<file path="src/rtl/pattern_seq_pkg.sv">
// Shared types and constants for the pattern sequencer.
//   seq_state_t : HOLD (pattern on screen) / FADE (crossfade in progress)
//   rgb_t       : one {R,G,B} pixel, 8 bits per channel
//   lfsr_next   : one step of the 8-bit Fibonacci LFSR (taps 8,6,5,4)
package pattern_seq_pkg;

    localparam int unsigned RGB_W = 24;
    localparam int unsigned CH_W  = 8;

    localparam logic [7:0] LFSR_SEED = 8'hA5;
    // Bits 7,5,4,3 correspond to taps 8,6,5,4.
    localparam logic [7:0] LFSR_TAPS = 8'hB8;

    typedef enum logic {
        HOLD = 1'b0,
        FADE = 1'b1
    } seq_state_t;

    typedef struct packed {
        logic [CH_W-1:0] r;
        logic [CH_W-1:0] g;
        logic [CH_W-1:0] b;
    } rgb_t;

    function automatic logic [7:0] lfsr_next(input logic [7:0] q);
        return {q[6:0], ^(q & LFSR_TAPS)};
    endfunction

endpackage

</file>
<file path="src/rtl/color_blend.sv">
// Crossfade of one pixel lane: out = (c*(256-alpha) + n*alpha) >> 8 per channel.
//   cur_rgb : outgoing pattern colour
//   nxt_rgb : incoming pattern colour
//   alpha   : weight of nxt_rgb, 0 gives cur_rgb exactly
//   blend_c : combinational blended colour
module color_blend
    import pattern_seq_pkg::*;
(
    input  rgb_t            cur_rgb,
    input  rgb_t            nxt_rgb,
    input  logic [CH_W-1:0] alpha,
    output rgb_t            blend_c
);

    logic [8:0] w_nxt;
    logic [8:0] w_cur;

    assign w_nxt = {1'b0, alpha};
    assign w_cur = 9'd256 - w_nxt;

    // 8x9 products summed in 17 bits; weights total 256 so the sum never exceeds 255*256.
    function automatic logic [CH_W-1:0] mix(input logic [CH_W-1:0] c, input logic [CH_W-1:0] n,
                                            input logic [8:0] wc, input logic [8:0] wn);
        logic [16:0] sum;
        sum = (17'(c) * 17'(wc)) + (17'(n) * 17'(wn));
        return 8'(sum >> 8);
    endfunction

    assign blend_c.r = mix(cur_rgb.r, nxt_rgb.r, w_cur, w_nxt);
    assign blend_c.g = mix(cur_rgb.g, nxt_rgb.g, w_cur, w_nxt);
    assign blend_c.b = mix(cur_rgb.b, nxt_rgb.b, w_cur, w_nxt);

endmodule

</file>
<file path="src/rtl/pattern_sequencer.sv">
// Chooses which colour generator drives the panel and crossfades between them.
// Optional macro PATTERN_SEQ_RANDOM_EN: pick the next pattern from an 8-bit LFSR
// instead of sequential increment.
//   clk_27MHz, rst_n : clock, async active-low reset
//   frame_tick       : one pulse per completed frame
//   next_req         : one pulse requesting the next pattern
//   auto_en          : enables timed auto-advance every HOLD_FRAMES frames
//   rgb_in           : lane L, pattern P at [(L*NUM_PAT+P)*24 +: 24]
//   rgb_out          : blended colour per lane (combinational from rgb_in)
//   cur_sel, nxt_sel : shown pattern and fade target
//   alpha            : weight of nxt_sel
//   fading, changed  : in FADE / one-cycle pulse at fade completion
module pattern_sequencer
    import pattern_seq_pkg::*;
#(
    parameter  int unsigned NUM_PAT     = 4,
    parameter  int unsigned LANES       = 2,
    parameter  int unsigned HOLD_FRAMES = 600,
    parameter  int unsigned FADE_STEP   = 8,
    localparam int unsigned SEL_W       = $clog2(NUM_PAT)
) (
    input  logic                               clk_27MHz,
    input  logic                               rst_n,
    input  logic                               frame_tick,
    input  logic                               next_req,
    input  logic                               auto_en,
    input  logic [LANES*NUM_PAT*RGB_W-1:0]     rgb_in,
    output logic [LANES*RGB_W-1:0]             rgb_out,
    output logic [SEL_W-1:0]                   cur_sel,
    output logic [SEL_W-1:0]                   nxt_sel,
    output logic [CH_W-1:0]                    alpha,
    output logic                               fading,
    output logic                               changed
);

    localparam int unsigned HOLD_W = 16;

    seq_state_t        state_q, state_d;
    logic [SEL_W-1:0]  cur_q, cur_d;
    logic [SEL_W-1:0]  nxt_q, nxt_d;
    logic [CH_W-1:0]   alpha_q, alpha_d;
    logic              fading_q, fading_d;
    logic              changed_q, changed_d;
    logic [HOLD_W-1:0] hold_cnt_q, hold_cnt_d;
    logic              pending_q, pending_d;
    logic              start_fade;
    logic [SEL_W-1:0]  pick_c;

    function automatic logic [SEL_W-1:0] inc_sel(input logic [SEL_W-1:0] s);
        return (s == SEL_W'(NUM_PAT - 1)) ? '0 : s + SEL_W'(1);
    endfunction

`ifdef PATTERN_SEQ_RANDOM_EN
    logic [7:0]       lfsr_q;
    logic [SEL_W-1:0] rnd_sel;

    // Free-running LFSR; the modulo result is always below NUM_PAT.
    always_ff @(posedge clk_27MHz or negedge rst_n) begin
        if (!rst_n) lfsr_q <= LFSR_SEED;
        else        lfsr_q <= lfsr_next(lfsr_q);
    end

    assign rnd_sel = SEL_W'(lfsr_q % 8'(NUM_PAT));
    // Never target the pattern already on screen.
    assign pick_c  = (rnd_sel == cur_q) ? inc_sel(cur_q) : rnd_sel;
`else
    assign pick_c  = inc_sel(cur_q);
`endif

    // State and control registers.
    always_ff @(posedge clk_27MHz or negedge rst_n) begin
        if (!rst_n) begin
            state_q    <= HOLD;
            cur_q      <= '0;
            nxt_q      <= SEL_W'(1 % NUM_PAT);
            alpha_q    <= '0;
            fading_q   <= 1'b0;
            changed_q  <= 1'b0;
            hold_cnt_q <= '0;
            pending_q  <= 1'b0;
        end else begin
            state_q    <= state_d;
            cur_q      <= cur_d;
            nxt_q      <= nxt_d;
            alpha_q    <= alpha_d;
            fading_q   <= fading_d;
            changed_q  <= changed_d;
            hold_cnt_q <= hold_cnt_d;
            pending_q  <= pending_d;
        end
    end

    // Next-state logic.
    always_comb begin
        state_d    = state_q;
        cur_d      = cur_q;
        nxt_d      = nxt_q;
        alpha_d    = alpha_q;
        fading_d   = fading_q;
        changed_d  = 1'b0;
        hold_cnt_d = hold_cnt_q;
        pending_d  = pending_q;
        start_fade = 1'b0;

        case (state_q)
            HOLD: begin
                // A queued request is served here, giving the one-cycle HOLD gap after completion.
                if (next_req || pending_q) begin
                    start_fade = 1'b1;
                end else if (frame_tick && auto_en) begin
                    if (hold_cnt_q == HOLD_W'(HOLD_FRAMES - 1)) start_fade = 1'b1;
                    else                                         hold_cnt_d = hold_cnt_q + HOLD_W'(1);
                end
                if (start_fade) begin
                    nxt_d      = pick_c;
                    alpha_d    = '0;
                    fading_d   = 1'b1;
                    hold_cnt_d = '0;
                    pending_d  = 1'b0;
                    state_d    = FADE;
                end
            end
            FADE: begin
                if (next_req) pending_d = 1'b1;
                if (frame_tick) begin
                    if (alpha_q >= CH_W'(256 - FADE_STEP)) begin
                        cur_d     = nxt_q;
                        alpha_d   = '0;
                        fading_d  = 1'b0;
                        changed_d = 1'b1;
                        state_d   = HOLD;
                    end else begin
                        alpha_d = alpha_q + CH_W'(FADE_STEP);
                    end
                end
            end
            default: state_d = HOLD;
        endcase
    end

    assign cur_sel = cur_q;
    assign nxt_sel = nxt_q;
    assign alpha   = alpha_q;
    assign fading  = fading_q;
    assign changed = changed_q;

    // Per-lane pattern select and blend.
    for (genvar l = 0; l < LANES; l++) begin : g_lane
        rgb_t pats [NUM_PAT];
        rgb_t blend;

        for (genvar p = 0; p < NUM_PAT; p++) begin : g_pat
            assign pats[p] = rgb_in[(l*NUM_PAT + p)*RGB_W +: RGB_W];
        end

        color_blend u_blend (
            .cur_rgb (pats[cur_q]),
            .nxt_rgb (pats[nxt_q]),
            .alpha   (alpha_q),
            .blend_c (blend)
        );

        assign rgb_out[l*RGB_W +: RGB_W] = blend;
    end

endmodule

</file>
<file path="config.mk">
export PLATFORM = sky130hd
export DESIGN_NAME = pattern_sequencer
export DESIGN_NICKNAME = d
export VERILOG_FILES = /design/src/rtl/pattern_seq_pkg.sv /design/src/rtl/color_blend.sv /design/src/rtl/pattern_sequencer.sv
export SDC_FILE = /design/constraint.sdc
export NUM_CORES = 1
export LEC_CHECK = 0
export CORE_ASPECT_RATIO = 0.6
export CORE_MARGIN = 4
export CORE_UTILIZATION = 40
export CTS_CLUSTER_DIAMETER = 30
export CTS_CLUSTER_SIZE = 12
export DETAILED_ROUTE_END_ITERATION = 16
export PLACE_DENSITY_LB_ADDON = 0.05
export SLEW_MARGIN = 20
export SYNTH_ARGS = -nofsm -noshare
export SYNTH_HDL_FRONTEND = slang
export SYNTH_HIERARCHICAL = 1
export SYNTH_SLANG_ARGS = --single-unit
</file>
<file path="constraint.sdc">
create_clock -name clk_27MHz -period 13.8 [get_ports clk_27MHz]
set_clock_uncertainty 0.1 [all_clocks]
set_input_delay 4.14 -clock clk_27MHz [delete_from_list [all_inputs] [get_ports clk_27MHz]]
set_output_delay 4.14 -clock clk_27MHz [all_outputs]
set_load 0.005 [all_outputs]
</file>
==> out/metrics.cfg, run 1 <==
[yosys]
yosys.cell_types.count = 77
synthCells = 3235
synthArstFlopShare = 1.00
synth_top_area_frac = 0.400
seq_area_frac_synth = 0.0242
yosysWarnings = 6
synthTopCellsByArea = fa_1 (40%), ha_1 (15%), and2_1 (10%)
synth-seq-cells = 29
syn_area_sq_um = 30000
synth_flop_cell = dfrtp_1
synth_top_area_cell = fa_1
avgSynthCellArea_sq_um = 9.28
synth-edff-count = 0

[cells_and_area]
fillers = 6940
nNetsFinal = 4901
fin_cells = 4730
drive_gt1_frac = 0.278
area_growth_pct = 25.9

[clocking]
h-tree-depth = 2
cts_sinks = 29
clock_latency_ns = 0.28
cts_hold_buf = 0
path_clk_slew_ns = 0.05
tritoncts = yes
cts_made_buffers = 5
clock_path_buffers = 2
root_buffer = clkbuf_16

[die]
io_pins = 259
core_sq_um = 74000
die_w_microns = 362
initial_core_util = 0.406
dieArea_sq_um = 79700
row_count = 77
die_y_microns = 220

[routing]
antenna_left = 0
drc = 0
wl_mm = 92.8
drt_first_pass_iters = 5
vias_per_cell = 4.94
wl_per_cell_microns = 19.6
drtIter0Drc = 1372
routed-via-count = 23400

[critical_path]
worstRegToRegCells = 6
crit_chain = buf_6 > mux4_2 > buf_6 > buf_4 > and2_4 > fa_1 > inv_1 > fa_2 > fa_1 > inv_2 > fa_2 > fa_1 > inv_2 > fa_1 > inv_2 > ha_4 > a21oi_4 > o21bai_4 > a21oi_2 > and2b_1 > a311o_2 > xnor2_2 > buf_6 > buf_6
cp_slowest_cell = mux4_2
crit_path_max_fanout = 5
setup.worst_path.end_class = output port
cp-start-kind = primary input
rr_endpoint = cur_sel[1]$_DFFE_PN0P_
ff2ff_setup_slack_ns = 11.28
reg2reg_from = alpha[4]$_DFFE_PN0P_
critPathKind = in2out
critPathRequiredTime_ns = 9.56
crit_arrival_ns = 10.04
critPathMaxStageDelay_ns = 0.59

[place]
port_buffers = 255
placed_cells = 4606
place_congestion = 0.848
dpl.hpwl_mm = 75.1

[timing]
worst_pin_slew_ns = 1.07
period_share = 1.03
hold_viol_final = 0
fmax_mhz = 70.0
whs_ns = 0.388
max_slew_margin = 0.286
tns_ns = -3.49
worst_slack_ns = -0.480
slew_viol_final = 0
rsz0062_at_grt = yes
finalSetupViolations = 24
period_minus_slack_ns = 14.28

[hold_path]
hold_start = fading$_DFFE_PN0P_
min_to = fading$_DFFE_PN0P_
hold_path_class = reg2reg
hold-path-cell-count = 1

[grt]
grt_overflow = 0
grt_pass1_vias = 25600
grt_max_degree = 47
grt_pass1_wl_mm = 147
antenna_found_initial = 6
grt_usage = 0.238

[outcome]
status = complete, but fails checks
violations = negative setup slack

[run]
maxCapViolCount = 0

==> cell usage in the layout (no fill, tap or decap), types with 25 or more instances in the layout <==
master,n
fa_2,33
dlygate4sd2_1,25
mux4_2,96
and2_4,83
and2_1,399
nand2_1,315
buf_6,140
ha_1,327
inv_2,78
conb_1,25
inv_1,721
xnor2_1,66
buf_2,86
buf_4,269
ha_4,35
fa_1,567
clkdlybuf4s50_1,41
nand2_2,32
==> cell usage after synthesis, drive strengths merged (6+ instances only) <==
cell,n
a21o,11
a21oi,32
a31oi,8
and2,486
and3,10
buf,49
clkbuf,92
dfrtp,28
fa,600
ha,365
inv,799
mux4,96
nand2,356
nand3,16
nand4,12
nor2,37
nor3,16
o21a,14
o21ai,27
or3,6
xnor2,81
xor2,26
==> cell type report <==
class / count / area [sq um] / area share
tap: 987 / 1230 / 0.0327
clock buffer: 6 / 139 / 0.00367
clock inverter: 2 / 37.5 / 0.000993
inverter: 799 / 3000 / 0.0793
multi-input combinational: 2291 / 27500 / 0.728
sequential: 29 / 746 / 0.0197
timing repair buffer: 613 / 5120 / 0.136
antenna: 3 / 7.51 / 0.000199
==> timing repair <==
action,CTS,global route
endpoints found under the setup margin,48,45
gates cloned,1,0
gates resized for setup,978,262
setup buffers,87,39
pin swaps,299,260
==> per-layer routing <==
metal	global-route usage	wire, microns	vias up
li1	-	-	10700
met1	0.386	48600	12000
met2	0.336	37100	649
met3	0.0461	6480	46
met4	0.0200	633	0
met5	0	0	-
==> critical path: cells and delay by family <==
family / cells / cell delay (ns)
mux: 1 / 0.59
fa+ha+maj: 7 / 3.09
xor+xnor: 1 / 0.19
simple gates: 2 / 0.34
buf+inv: 9 / 0.87
compound gates: 4 / 0.80
==> cell families (layout without fill, tap and decap cells) <==
kind of cell	after synthesis	count (layout)	share of synthesized area
AND/OR/NAND/NOR	971	971	0.172
adder cells (fa/ha/maj)	965	965	0.552
buffers and inverters	940	1420	0.120
AO/OA/AOI/OAI	124	124	0.0277
XOR/XNOR	107	107	0.0315
multiplexers	98	99	0.0727
flip-flops	29	29	0.0242
other	1	28	0.000125
==> sequential cells by signal (all words and copies together), names as in the netlist <==
register / flops
state_q: 1
fading: 1
hold_cnt_q: 16
changed: 1
cur_sel: 2
alpha: 5
pending_q: 1
nxt_sel: 2
==> stage by stage <==
stage          setup slack (ns)  utilization  area, sq um
2_1_floorplan            0.0247            -        30100
3_3_place_gp              -1.30        0.477        35300
5_1_grt                  -0.654        0.511        37800
4_1_cts                  -0.473        0.499        37000
3_5_place_dp              -1.33        0.477        35300
6_report                 -0.480        0.511        37800
==> worst max path at each step <==
stage                          start          end  slack [ns]  depth (start not counted)
final                     rgb_in[93]  rgb_out[23]       -0.48                         24
after global routing      rgb_in[92]  rgb_out[23]       -0.65                         24
after CTS                 rgb_in[92]  rgb_out[23]       -0.47                         18
after detailed placement  rgb_in[78]   rgb_out[7]       -1.33                         20
after global placement    rgb_in[75]   rgb_out[7]       -1.30                         20
after floorplan           rgb_in[78]   rgb_out[7]        0.02                         17
Power of run 1 is not shown: default switching activity piles up to over one toggle a cycle in this logic, so the estimate is an artifact.
==> inputs of run 2 (changes only) <==
--- a/config.mk
+++ b/config.mk
@@ -6,7 +6,7 @@
 export NUM_CORES = 1
 export LEC_CHECK = 0
 export CORE_ASPECT_RATIO = 0.6
-export CORE_MARGIN = 4
+export CORE_MARGIN = 8
 export CORE_UTILIZATION = 40
 export CTS_CLUSTER_DIAMETER = 30
 export CTS_CLUSTER_SIZE = 12
==> run 2 against run 1 <==
Effect of this change:
- clock-buffer cell count up 1
- global-route usage decreased by 2.0 points
- critical path depth is 2 lower
- the flow still finishes with violations (negative setup slack)
- worst hold slack gained 0.036 ns
- sequential share of layout area about the same
- non-clock buffer count decreased by 28
- register-to-register slack hardly changed
- first-iteration DRC count fell by 19%
- fmax up 0.39%
- setup slack gained 0.055 ns
- sequential cell count stayed put
- die area is 5.9% higher
==> out/metrics.cfg, run 2 (same netlist as run 1, synthesis figures left out) <==
[outcome]
status = complete, but fails checks
violations = negative setup slack

[critical_path]
rr_endpoint = cur_sel[0]$_DFFE_PN0P_
critPathRequiredTime_ns = 9.56  ; about the same
crit_path_frequent_cell = fa_1
worstRegToRegCells = 6  ; unchanged
critPathKind = in2out
crit_buf_inv = 7  ; -2
crit_arrival_ns = 9.99  ; -0.05 ns
cp_top_family = adder cells
cp-start-kind = primary input
setup.worst_path.end_class = output port
crit_path_max_fanout = 5  ; unchanged
ff2ff_setup_slack_ns = 11.28  ; about the same
cp_slowest_cell = mux4_2
crit_chain = buf_6 > mux4_2 > buf_6 > buf_4 > nand2_2 > fa_1 > fa_1 > fa_1 > inv_2 > fa_1 > fa_1 > inv_1 > fa_1 > inv_2 > ha_4 > a21oi_2 > o21bai_1 > a21oi_1 > and2b_1 > a311o_2 > xnor2_4 > buf_12
reg2reg_from = alpha[6]$_DFFE_PN0P_
cp.depth = 22  ; -8.3%
critPathMaxStageDelay_ns = 0.61  ; +0.02 ns

[clocking]
tritoncts = yes
cts_made_buffers = 5  ; unchanged
clock_path_buffers = 2  ; unchanged
path_clk_slew_ns = 0.06  ; about the same
h-tree-depth = 2  ; unchanged
root_buffer = clkbuf_16
clock_latency_ns = 0.28  ; about the same
cts_sinks = 29  ; unchanged
cts_hold_buf = 0  ; unchanged

[timing]
rsz0062_at_grt = yes
fmax_mhz = 70.3  ; +0.39%
max_slew_margin = 0.247  ; -0.0395
worst_pin_slew_ns = 1.13  ; +0.0592 ns
period_share = 1.03  ; -0.00400
tns_ns = -2.60  ; +0.888 ns
hold_viol_final = 0  ; unchanged
slew_viol_final = 0  ; unchanged
worst_slack_ns = -0.425  ; +0.0553 ns
finalSetupViolations = 14  ; -42%
period_minus_slack_ns = 14.23  ; -0.0553 ns

[routing]
wl_met1_mm = 48.1  ; -1.1%
wl_per_cell_microns = 19.4  ; -0.93%
drtIter0Drc = 1111  ; -19%
wl_mm = 91.4  ; -1.6%
antenna_left = 0  ; unchanged
drt_first_pass_iters = 5  ; unchanged
drc = 0  ; unchanged
vias_per_cell = 4.91  ; -0.71%
wl_met3_mm = 6.33  ; -2.3%
routed-via-count = 23100  ; -1.4%
routed.top_layer = met4
wl_met2_mm = 36.2  ; -2.3%

[grt]
antenna_found_initial = 2  ; -4
grt_max_degree = 47  ; unchanged
grt_pass1_vias = 25300  ; -1.2%
grt_usage = 0.218  ; -0.0198
grt_overflow = 0  ; unchanged
grt_pass1_wl_mm = 146  ; -0.42%

[die]
die_y_microns = 228  ; +3.6%
initial_core_util = 0.406  ; unchanged
dieArea_sq_um = 84400  ; +5.9%
core_sq_um = 74000  ; unchanged
die_w_microns = 370  ; +2.2%
row_count = 77  ; unchanged
io_pins = 259  ; unchanged

[cells_and_area]
fillers = 7058  ; +1.7%
area_growth_pct = 23.4
largest_reg_flops = 16  ; unchanged
final_cell_mix = inv_1 (739), fa_1 (575), and2_1 (413)
largest_register = hold_cnt_q
layout_commonest_cell = inv_1
nNetsFinal = 4873  ; -0.57%
drive_gt1_frac = 0.255  ; -0.0232
antenna_cells = 0  ; -3
fin_cells = 4699  ; -0.66%

[run]
maxCapViolCount = 0  ; unchanged

[hold_path]
min_to = fading$_DFFE_PN0P_
hold_start = fading$_DFFE_PN0P_
hold_path_class = reg2reg
hold-path-cell-count = 1  ; unchanged

[place]
placed_cells = 4593  ; -0.28%
dpl.hpwl_mm = 75.3  ; +0.31%
port_buffers = 255  ; unchanged
place_congestion = 0.834  ; -1.7%

run 2: routing by layer:
metal	GRT usage	up-vias
met5	0	-
met4	0.0191	0
li1	-	10700
met1	0.361	11700
met2	0.302	613
met3	0.0354	48
run 2: worst max path at each step:
stage,end,startpoint
global placement,rgb_out[7],rgb_in[78]
floorplan,rgb_out[7],rgb_in[78]
CTS,rgb_out[23],rgb_in[91]
detailed placement,rgb_out[7],rgb_in[30]
global route,rgb_out[23],rgb_in[20]
finish,rgb_out[23],rgb_in[93]
run 2: what timing repair did:
action,CTS,global route
gates cloned,1,0
pin swaps,267,191
setup buffers,75,26
setup endpoints to repair,48,45
gates resized for setup,886,248
run 2: per-stage QoR:
stage               hold slack (ns)   util  instance area (sq um)  setup slack, ns
floorplan                     0.374      -                  30100           0.0247
global placement              0.411  0.476                  35200            -1.27
detailed placement            0.397  0.476                  35200            -1.29
CTS                           0.423  0.492                  36400           -0.472
global route                  0.448  0.501                  37100           -0.562
finish                        0.425  0.501                  37100           -0.425
run 2: area by class of cell:
type                       instances  area [sq um]  area share
inverter                         799          3000      0.0809
multi-input combinational       2291         27100       0.733
clock buffer                       7           133     0.00358
sequential                        29           743      0.0201
clock inverter                     1          5.00    0.000135
tap                              987          1230      0.0333
timing repair buffer             585          4800       0.129
Power of run 2 is left out for the same reason.
==> inputs of run 3 (changes only) <==
--- a/config.mk
+++ b/config.mk
@@ -7,7 +7,7 @@
 export LEC_CHECK = 0
 export CORE_ASPECT_RATIO = 0.6
 export CORE_MARGIN = 8
-export CORE_UTILIZATION = 40
+export CORE_UTILIZATION = 30
 export CTS_CLUSTER_DIAMETER = 30
 export CTS_CLUSTER_SIZE = 12
 export DETAILED_ROUTE_END_ITERATION = 16
==> constraint.sdc (replaced) <==
create_clock -name clk_27MHz -period 13.8 [get_ports clk_27MHz]
set_clock_uncertainty 0.1 [all_clocks]
set_input_delay 4.14 -clock clk_27MHz [delete_from_list [all_inputs] [get_ports clk_27MHz]]
set_output_delay 4.14 -clock clk_27MHz [all_outputs]
set_load 0.01 [all_outputs]
==> run 3 against run 2 <==
Effect of this change:
- the flow still finishes with violations (negative setup slack)
- global-route usage down 4.1 points
- design area is 2.9% higher
- first-iteration DRC count is 8.3% higher
- sequential cell count unchanged
- worst hold slack worse by 0.022 ns
- critical endpoint unchanged
- highest routed layer is now met5
==> out/metrics.cfg, run 3 (same netlist as run 1, synthesis figures left out) <==
[timing]
finalSetupViolations = 20  ; +6
slew_viol_final = 0  ; unchanged
period_share = 1.03  ; +0.00256
worst_slack_ns = -0.461  ; -0.0353 ns
period_minus_slack_ns = 14.26  ; +0.0353 ns
hold_viol_final = 0  ; unchanged
tns_ns = -3.89  ; -1.29 ns
fmax_mhz = 70.1  ; -0.25%
worst_pin_slew_ns = 1.09  ; -0.0434 ns
max_slew_margin = 0.276  ; +0.0290
rsz0062_at_grt = yes

[critical_path]
critPathKind = in2out
setup.worst_path.end_class = output port
crit_arrival_ns = 10.02  ; +0.03 ns
crit_path_max_fanout = 5  ; unchanged
critPathRequiredTime_ns = 9.56  ; about the same
cp-start-kind = primary input

[cells_and_area]
area_growth_pct = 26.9
layout_commonest_cell = inv_1
fin_util = 0.382  ; -0.119
largest_register = hold_cnt_q
largest_reg_flops = 16  ; unchanged
drive_gt1_frac = 0.275  ; +0.0199
nNetsFinal = 4925  ; +1.1%
final_cell_mix = inv_1 (735), fa_1 (569), and2_1 (403)
fin_cells = 5100  ; +8.5%

[grt]
grt_max_degree = 47  ; unchanged
grt_pass1_wl_mm = 153  ; +4.7%
grt_overflow = 0  ; unchanged
antenna_found_initial = 11  ; +9
grt_usage = 0.177  ; -0.0408
grt_pass1_vias = 25200  ; -0.11%

[clocking]
cts_hold_buf = 0  ; unchanged
root_buffer = clkbuf_16
clock_path_buffers = 2  ; unchanged
cts_sinks = 29  ; unchanged
path_clk_slew_ns = 0.05  ; about the same
tritoncts = yes
h-tree-depth = 2  ; unchanged
cts_made_buffers = 5  ; unchanged
clock_latency_ns = 0.28  ; about the same

[die]
die_w_microns = 424  ; +15%
die_y_microns = 261  ; +14%
row_count = 90  ; +17%
core_sq_um = 99900  ; +35%
io_pins = 259  ; unchanged
initial_core_util = 0.301  ; -0.105
dieArea_sq_um = 111000  ; +31%

[place]
dpl.hpwl_mm = 81.3  ; +7.9%
placed_cells = 4979  ; +8.4%
place_congestion = 0.844  ; +1.2%
port_buffers = 255  ; unchanged

[hold_path]
hold_path_class = reg2reg

[routing]
wl_per_cell_microns = 19.2  ; -1.2%
routed-via-count = 22800  ; -0.93%
drc = 0  ; unchanged
wl_mm = 98.0  ; +7.3%
antenna_left = 0  ; unchanged
drtIter0Drc = 1203  ; +8.3%
drt_first_pass_iters = 8  ; +3
vias_per_cell = 4.48  ; -8.7%

[run]
maxCapViolCount = 0  ; unchanged

[outcome]
status = complete, but fails checks
violations = negative setup slack

## run 3: changes by cell type in the layout (fill, tap and decap cells not counted), moves of 7 or more
cell,delta
and2_1,-10
and2_4,+10
clkdlybuf4s15_1,-10
buf_4,+32
dlygate4sd2_1,+16
buf_2,+8
buf_6,+18
ha_1,-7
## run 3: path summary, 6_finish.rpt
kind	start	end	slack [ns]	cells past startpoint
max reg2reg	alpha[4]$_DFFE_PN0P_	cur_sel[1]$_DFFE_PN0P_	11.38	6
max	rgb_in[92]	rgb_out[23]	-0.46	19
min in group asynchronous	rst_n	hold_cnt_q[1]$_DFFE_PN0P_	4.16	2
min	fading$_DFFE_PN0P_	fading$_DFFE_PN0P_	0.40	1
max in group asynchronous	rst_n	nxt_sel[0]$_DFFE_PN1P_	9.12	2
min reg2reg	fading$_DFFE_PN0P_	fading$_DFFE_PN0P_	0.40	1
## run 3: layout make-up
type,instances,area [sq um]
Fill cell,10100,61800
Multi-Input combinational cell,2290,27300
Timing Repair Buffer,638,5210
Inverter,799,3000
Tap cell,1334,1670
Sequential cell,29,743
Clock buffer,5,125
Clock inverter,3,46.3
Antenna cell,2,5.00
## run 3: worst max-delay path: stages
cell and delay, ns:
buf_6 0.09, mux4_2 0.53, buf_6 0.15, and2_4 0.13
fa_1 0.52, inv_2 0.04, fa_1 0.47, inv_1 0.05
fa_1 0.49, fa_1 0.50, fa_1 0.52, fa_1 0.42
ha_2 0.19, or4_4 0.54, a221o_4 0.44, a311o_1 0.37
xnor2_1 0.17, buf_4 0.16, buf_6 0.10
## run 3: layer usage
layer | part of all wire | vias to the layer above | GRT usage
li1 | - | 10800 | -
met5 | 0.000092 | - | 0
met3 | 0.037 | 27 | 0.0159
met4 | 0.0081 | 2 | 0.0152
met1 | 0.55 | 11700 | 0.293
met2 | 0.41 | 339 | 0.255
## run 3: stage by stage
step,hold slack (ns),cell area (sq um),worst slack [ns]
floorplan,0.402,30100,0.00141
global placement,0.380,36000,-1.39
detailed placement,0.376,36000,-1.38
CTS,0.402,37500,-0.504
global route,0.433,38100,-0.584
finish,0.403,38100,-0.461
## run 3: timing repair
action	4_1_cts	5_1_grt
setup buffers	91	27
cloned	0	0
resized for setup	946	224
endpoints found under the setup margin	48	47
pin swaps	297	208
hold endpoints to repair	0	0
Power of run 3 is left out for the same reason.
